**src/rtl/ex_div_unit.sv**
```systemverilog
// Multi-cycle restoring divider for DIV/DIVU in the EX stage.
// Remainder goes to hi, quotient to lo; stalls the pipe while busy.
module ex_div_unit (
  input  logic        clk,
  input  logic        rst,
  input  logic        en,
  input  logic        signed_div,
  input  logic [31:0] src_a,
  input  logic [31:0] src_b,
  input  logic        ex_stall,
  input  logic        cancel,
  output logic        stall_req,
  output logic        done,
  output logic [31:0] hi,
  output logic [31:0] lo
);

  typedef enum logic [1:0] {
    S_IDLE,
    S_BUSY,
    S_DONE
  } state_e;

  state_e      state_q;
  logic [4:0]  cnt_q;
  logic [31:0] dvd_q;
  logic [31:0] dvs_q;
  logic [31:0] rem_q;
  logic [31:0] quo_q;
  logic        neg_q_q;
  logic        neg_r_q;
  logic [31:0] hi_q;
  logic [31:0] lo_q;

  logic [31:0] a_mag;
  logic [31:0] b_mag;
  logic [32:0] rem_sh;
  logic [31:0] diff;
  logic        ge;
  logic [31:0] rem_d;
  logic [31:0] quo_d;
  logic [31:0] hi_d;
  logic [31:0] lo_d;

  // Magnitudes only when signed; 0x80000000 maps to itself (2^31).
  assign a_mag = (signed_div && src_a[31]) ? -src_a : src_a;
  assign b_mag = (signed_div && src_b[31]) ? -src_b : src_b;

  always_comb begin
    rem_sh = {rem_q, dvd_q[31]};
    ge     = rem_sh >= {1'b0, dvs_q};
    diff   = rem_sh[31:0] - dvs_q;
    rem_d  = ge ? diff : rem_sh[31:0];
    quo_d  = {quo_q[30:0], ge};
    hi_d   = neg_r_q ? -rem_d : rem_d;
    lo_d   = neg_q_q ? -quo_d : quo_d;
  end

  always_ff @(posedge clk) begin
    if (rst) begin
      state_q <= S_IDLE;
      cnt_q   <= 5'd0;
      dvd_q   <= 32'd0;
      dvs_q   <= 32'd0;
      rem_q   <= 32'd0;
      quo_q   <= 32'd0;
      neg_q_q <= 1'b0;
      neg_r_q <= 1'b0;
      hi_q    <= 32'd0;
      lo_q    <= 32'd0;
    end else if (cancel) begin
      state_q <= S_IDLE;
    end else begin
      unique case (state_q)
        S_IDLE: begin
          if (en) begin
            dvd_q   <= a_mag;
            dvs_q   <= b_mag;
            neg_q_q <= signed_div & (src_a[31] ^ src_b[31]);
            neg_r_q <= signed_div & src_a[31];
            rem_q   <= 32'd0;
            quo_q   <= 32'd0;
            cnt_q   <= 5'd0;
            state_q <= S_BUSY;
          end
        end
        S_BUSY: begin
          rem_q <= rem_d;
          quo_q <= quo_d;
          dvd_q <= {dvd_q[30:0], 1'b0};
          cnt_q <= cnt_q + 5'd1;
          if (cnt_q == 5'd31) begin
            hi_q    <= hi_d;
            lo_q    <= lo_d;
            state_q <= S_DONE;
          end
        end
        S_DONE: begin
          // Result is held until EX advances.
          if (!ex_stall) state_q <= S_IDLE;
        end
        default: state_q <= S_IDLE;
      endcase
    end
  end

  assign stall_req = ((state_q == S_IDLE && en) ||
                      state_q == S_BUSY) && !cancel;
  assign done = (state_q == S_DONE);
  assign hi   = hi_q;
  assign lo   = lo_q;

endmodule

```
**config.mk**
```make
export PLATFORM = sky130hd
export DESIGN_NAME = ex_div_unit
export DESIGN_NICKNAME = d
export VERILOG_FILES = /design/src/rtl/ex_div_unit.sv
export SDC_FILE = /design/constraint.sdc
export NUM_CORES = 1
export LEC_CHECK = 0
export BUFFER_PORTS_ARGS = -buffer_cell sky130_fd_sc_hd__clkbuf_2
export CORE_UTILIZATION = 45
export DETAILED_ROUTE_END_ITERATION = 6
export GPL_TIMING_DRIVEN = 0
export PLACE_DENSITY_LB_ADDON = 0.25
export SLEW_MARGIN = 20
export SYNTH_ARGS = -nofsm -noshare
export SYNTH_HDL_FRONTEND = slang
export SYNTH_SLANG_ARGS = --single-unit
```
**constraint.sdc**
```tcl
create_clock -name clk -period 7.7 [get_ports clk]
set_clock_uncertainty 0.2 [all_clocks]
set_input_delay 1.155 -clock clk [delete_from_list [all_inputs] [get_ports clk]]
set_output_delay 1.155 -clock clk [all_outputs]
set_load 0.05 [all_outputs]
```
==> flow_summary.toml <==
[clock_network]
htree_levels = 4
tritoncts = "built"
cts.path.max_buffers = 2
clkSlewWorstSetupHoldPaths_ns = 0.08
cts_setup_buffers = 0
post_cts_resized = 0
ctsHoldBuffers = 0
cts.sinks = 200
cts_buffers = 17
insertion_delay_ns = 0.44
cts_root_buf = "clkbuf_16"

[pwr]
leakagePower_nw = 5.61
p_per_area_nw_per_um2 = 178
peakVddDrop_v = 0.000157
fin_total_pwr_mw = 2.57

[timing]
finalMaxSlewViolations = 0
maxSlewHeadroom = 0.222
finalSetupTns_ns = 0
tightest_slew_ns = 1.15
fmax_ghz = 0.159
rsz0062_at_grt = "false"
fin_crit_sh = 0.815
fin_crit_ns = 6.27
setup_viol = 0
finalHoldViolations = 0
worst_slack_ns = 1.43

[worst_hold_path]
hp-start = "hi[17]$_SDFFE_PP0P_"
min_to = "hi[17]$_SDFFE_PP0P_"
hold_path_depth = 2
hold_class = "reg -> reg"

[worst_setup_path]
cp-start-kind = "flip-flop"
rrSetupSlack_ns = 1.43
cp.required_ns = 7.83
crit_top_cell = "buf_2"
rr_startpoint = "dvs_q[28]$_SDFFE_PP0P_"
worstSetupPathType = "reg -> reg"
max_stage_delay_ns = 0.65
crit_family = "simple AND/OR/NAND/NOR gates"
slowest_stage = "buf_1"
worstRegToRegCells = 17
path_max_fanout = 10
end_kind = "flip-flop"
cp_cell_sequence = "inv_1, ha_1, nand2_1, o21ai_0, a221oi_1, and3_1, buf_2, nand2_2, buf_2, buf_2, buf_1, mux2i_1, ha_1, nand3b_1, or3_1, o311a_1, or3_1"
cp.arrival_ns = 6.40
cp_num_buf_inv = 5
r2r-end = "hi[30]$_SDFFE_PP0P_"

[logic_synthesis]
synth.most_common_cell = "nor2_1"
synth-edff-count = 0
avgSynthCellArea_um2 = 7.57
synthCells = 1673
ys_warn_count = 0
synth_top_area_cell = "dfxtp_1"
ys_ff_latch = 200
synthArstFlopShare = 0
syn_area_um2 = 12700
synth_fp_nets = 1782
synth_area_leaders = "dfxtp_1 32%, nor2_1 6.9%, a21oi_1 5.8%, a211oi_1 5.0%, xor2_1 4.9%"
ys.flop_type = "dfxtp_1"
synth_common_cells = "232 x nor2_1, 200 x dfxtp_1, 151 x nand2_1"
ys_types = 81
seq_area_frac_synth = 0.316
synth_top_area_share = 0.316

[placed_design]
place_inst = 2186
gp_congestion = 0.945
preCtsSetupSlack_ns = 1.66
portBuffers = 135
hpwl_mm = 33.3

[cells_and_area]
finish.utilization = 0.521
syn_to_final_growth_pct = 13.9
final-seq-area_um2 = 4000
final_nets = 1936
final_cells = 2217
antenna_cells = 0
multi_input_area_um2 = 8010
drive_gt1_frac = 0.116
final.fill_count = 2755

[drt]
drt_first_pass_iters = 7
ant_nets = 0
via_per_inst = 5.99
routedWlPerCell_um = 19.2
routed_wirelength_mm = 42.7
via_count = 13300
drc = 1
first_iter_violations = 1103

[grt]
antenna_found_initial = 0
grt_pass1_vias = 12200
grt_pass1_wl_mm = 66.2
grt_max_degree = 20
track_usage = 0.295
overflow = 0

[die]
die_area_um2 = 28800
core_area_um2 = 27700
dieWidth_um = 170
die_h_um = 170
rows = 61
io_pins = 136
initial_core_util = 0.457

[run_status]
violations = "design-rule violations"
status = "complete, but fails checks"

[run]
cap_violations = 0
[layout by cell type (no fill, tap or decap), types with 7 or more instances in the layout]
| cell | instances |
|---|---|
| nor4_1 | 22 |
| a311oi_1 | 14 |
| buf_2 | 17 |
| clkbuf_2 | 136 |
| a211oi_1 | 85 |
| clkbuf_16 | 17 |
| xor2_1 | 71 |
| clkbuf_1 | 79 |
| buf_1 | 10 |
| ha_1 | 38 |
| dfxtp_1 | 200 |
| nand2_1 | 151 |
| and3_1 | 13 |
| o21ai_0 | 77 |
| nor2b_1 | 16 |
| mux2i_1 | 20 |
| a21o_1 | 11 |
| inv_1 | 54 |
| nand4_1 | 16 |
| a22oi_1 | 35 |
| o41ai_1 | 15 |
| nand3b_1 | 7 |
| o211ai_1 | 7 |
| or4_1 | 12 |
| o31ai_1 | 23 |
| or3_1 | 31 |
| nand2b_1 | 9 |
| xnor2_1 | 45 |
| a31oi_1 | 16 |
| nor3_1 | 42 |
| nor2_1 | 232 |
| nand3_1 | 55 |
| a21oi_1 | 148 |
[through the flow]
step	instance area [um^2]	hold WS (ns)
2_1_floorplan	12700	0.232
3_3_place_gp	13800	0.240
3_5_place_dp	13800	0.247
4_1_cts	14400	0.257
5_1_grt	14400	0.278
6_report	14400	0.253
[cells by family (layout without fill, tap and decap cells)]
kind of cell,after synthesis,in the layout,synth area share
and+or+nand+nor,630,630,0.230
buffers and inverters,165,331,0.0519
muxes,25,25,0.0203
AOI/OAI and AO/OA,498,498,0.262
xor gates and xnor gates,116,116,0.0802
DFF,200,200,0.316
adders and majority gates,39,39,0.0391
[worst max path at each step]
stage	from	endpoint	slack (ns)	cells past startpoint
2_1_floorplan	dvs_q[13]$_SDFFE_PP0P_	hi[30]$_SDFFE_PP0P_	3.06	18
3_3_place_gp	dvs_q[21]$_SDFFE_PP0P_	hi[30]$_SDFFE_PP0P_	1.69	18
3_5_place_dp	dvs_q[13]$_SDFFE_PP0P_	hi[30]$_SDFFE_PP0P_	1.66	18
4_1_cts	dvs_q[21]$_SDFFE_PP0P_	hi[30]$_SDFFE_PP0P_	1.65	18
5_1_grt	dvs_q[13]$_SDFFE_PP0P_	hi[30]$_SDFFE_PP0P_	1.23	18
6_report	dvs_q[28]$_SDFFE_PP0P_	hi[30]$_SDFFE_PP0P_	1.43	17
[sequential cells by signal, indices dropped and copies added, names as in the netlist]
name,cells
cnt_q,5
dvd_q,32
dvs_q,32
hi,32
lo,32
neg_q_q,1
neg_r_q,1
quo_q,31
rem_q,32
state_q,2
[report_power, final]
| part | switching [mW] | internal [mW] |
|---|---|---|
| registers | 0.0151 | 1.06 |
| logic | 0.368 | 0.178 |
| clock network | 0.461 | 0.495 |
| total | 0.844 | 1.73 |
[area by class of cell]
type	instances	share of cell area
Buffer	110	0.0312
Clock buffer	17	0.0295
Clock inverter	14	0.0131
Inverter	55	0.0143
Multi-Input combinational cell	1308	0.555
Sequential cell	200	0.277
Tap cell	378	0.0328
Timing Repair Buffer	135	0.0468
[tightest hold or removal path: stages (launching register included)]
cell     delay [ns]
dfxtp_1        0.31
nand2_1        0.05
a21oi_1        0.05
[metal layers]
| metal | part of all wire | wire (um) | global-route usage | vias to the layer above |
|---|---|---|---|---|
| met5 | 0 | 0 | 0 | - |
| li1 | - | - | - | 6387 |
| met3 | 0.076 | 3240 | 0.0539 | 73 |
| met1 | 0.45 | 19100 | 0.400 | 6313 |
| met2 | 0.45 | 19100 | 0.468 | 517 |
| met4 | 0.028 | 1180 | 0.100 | 0 |
Note: power is estimated with default switching activity, not from simulation.
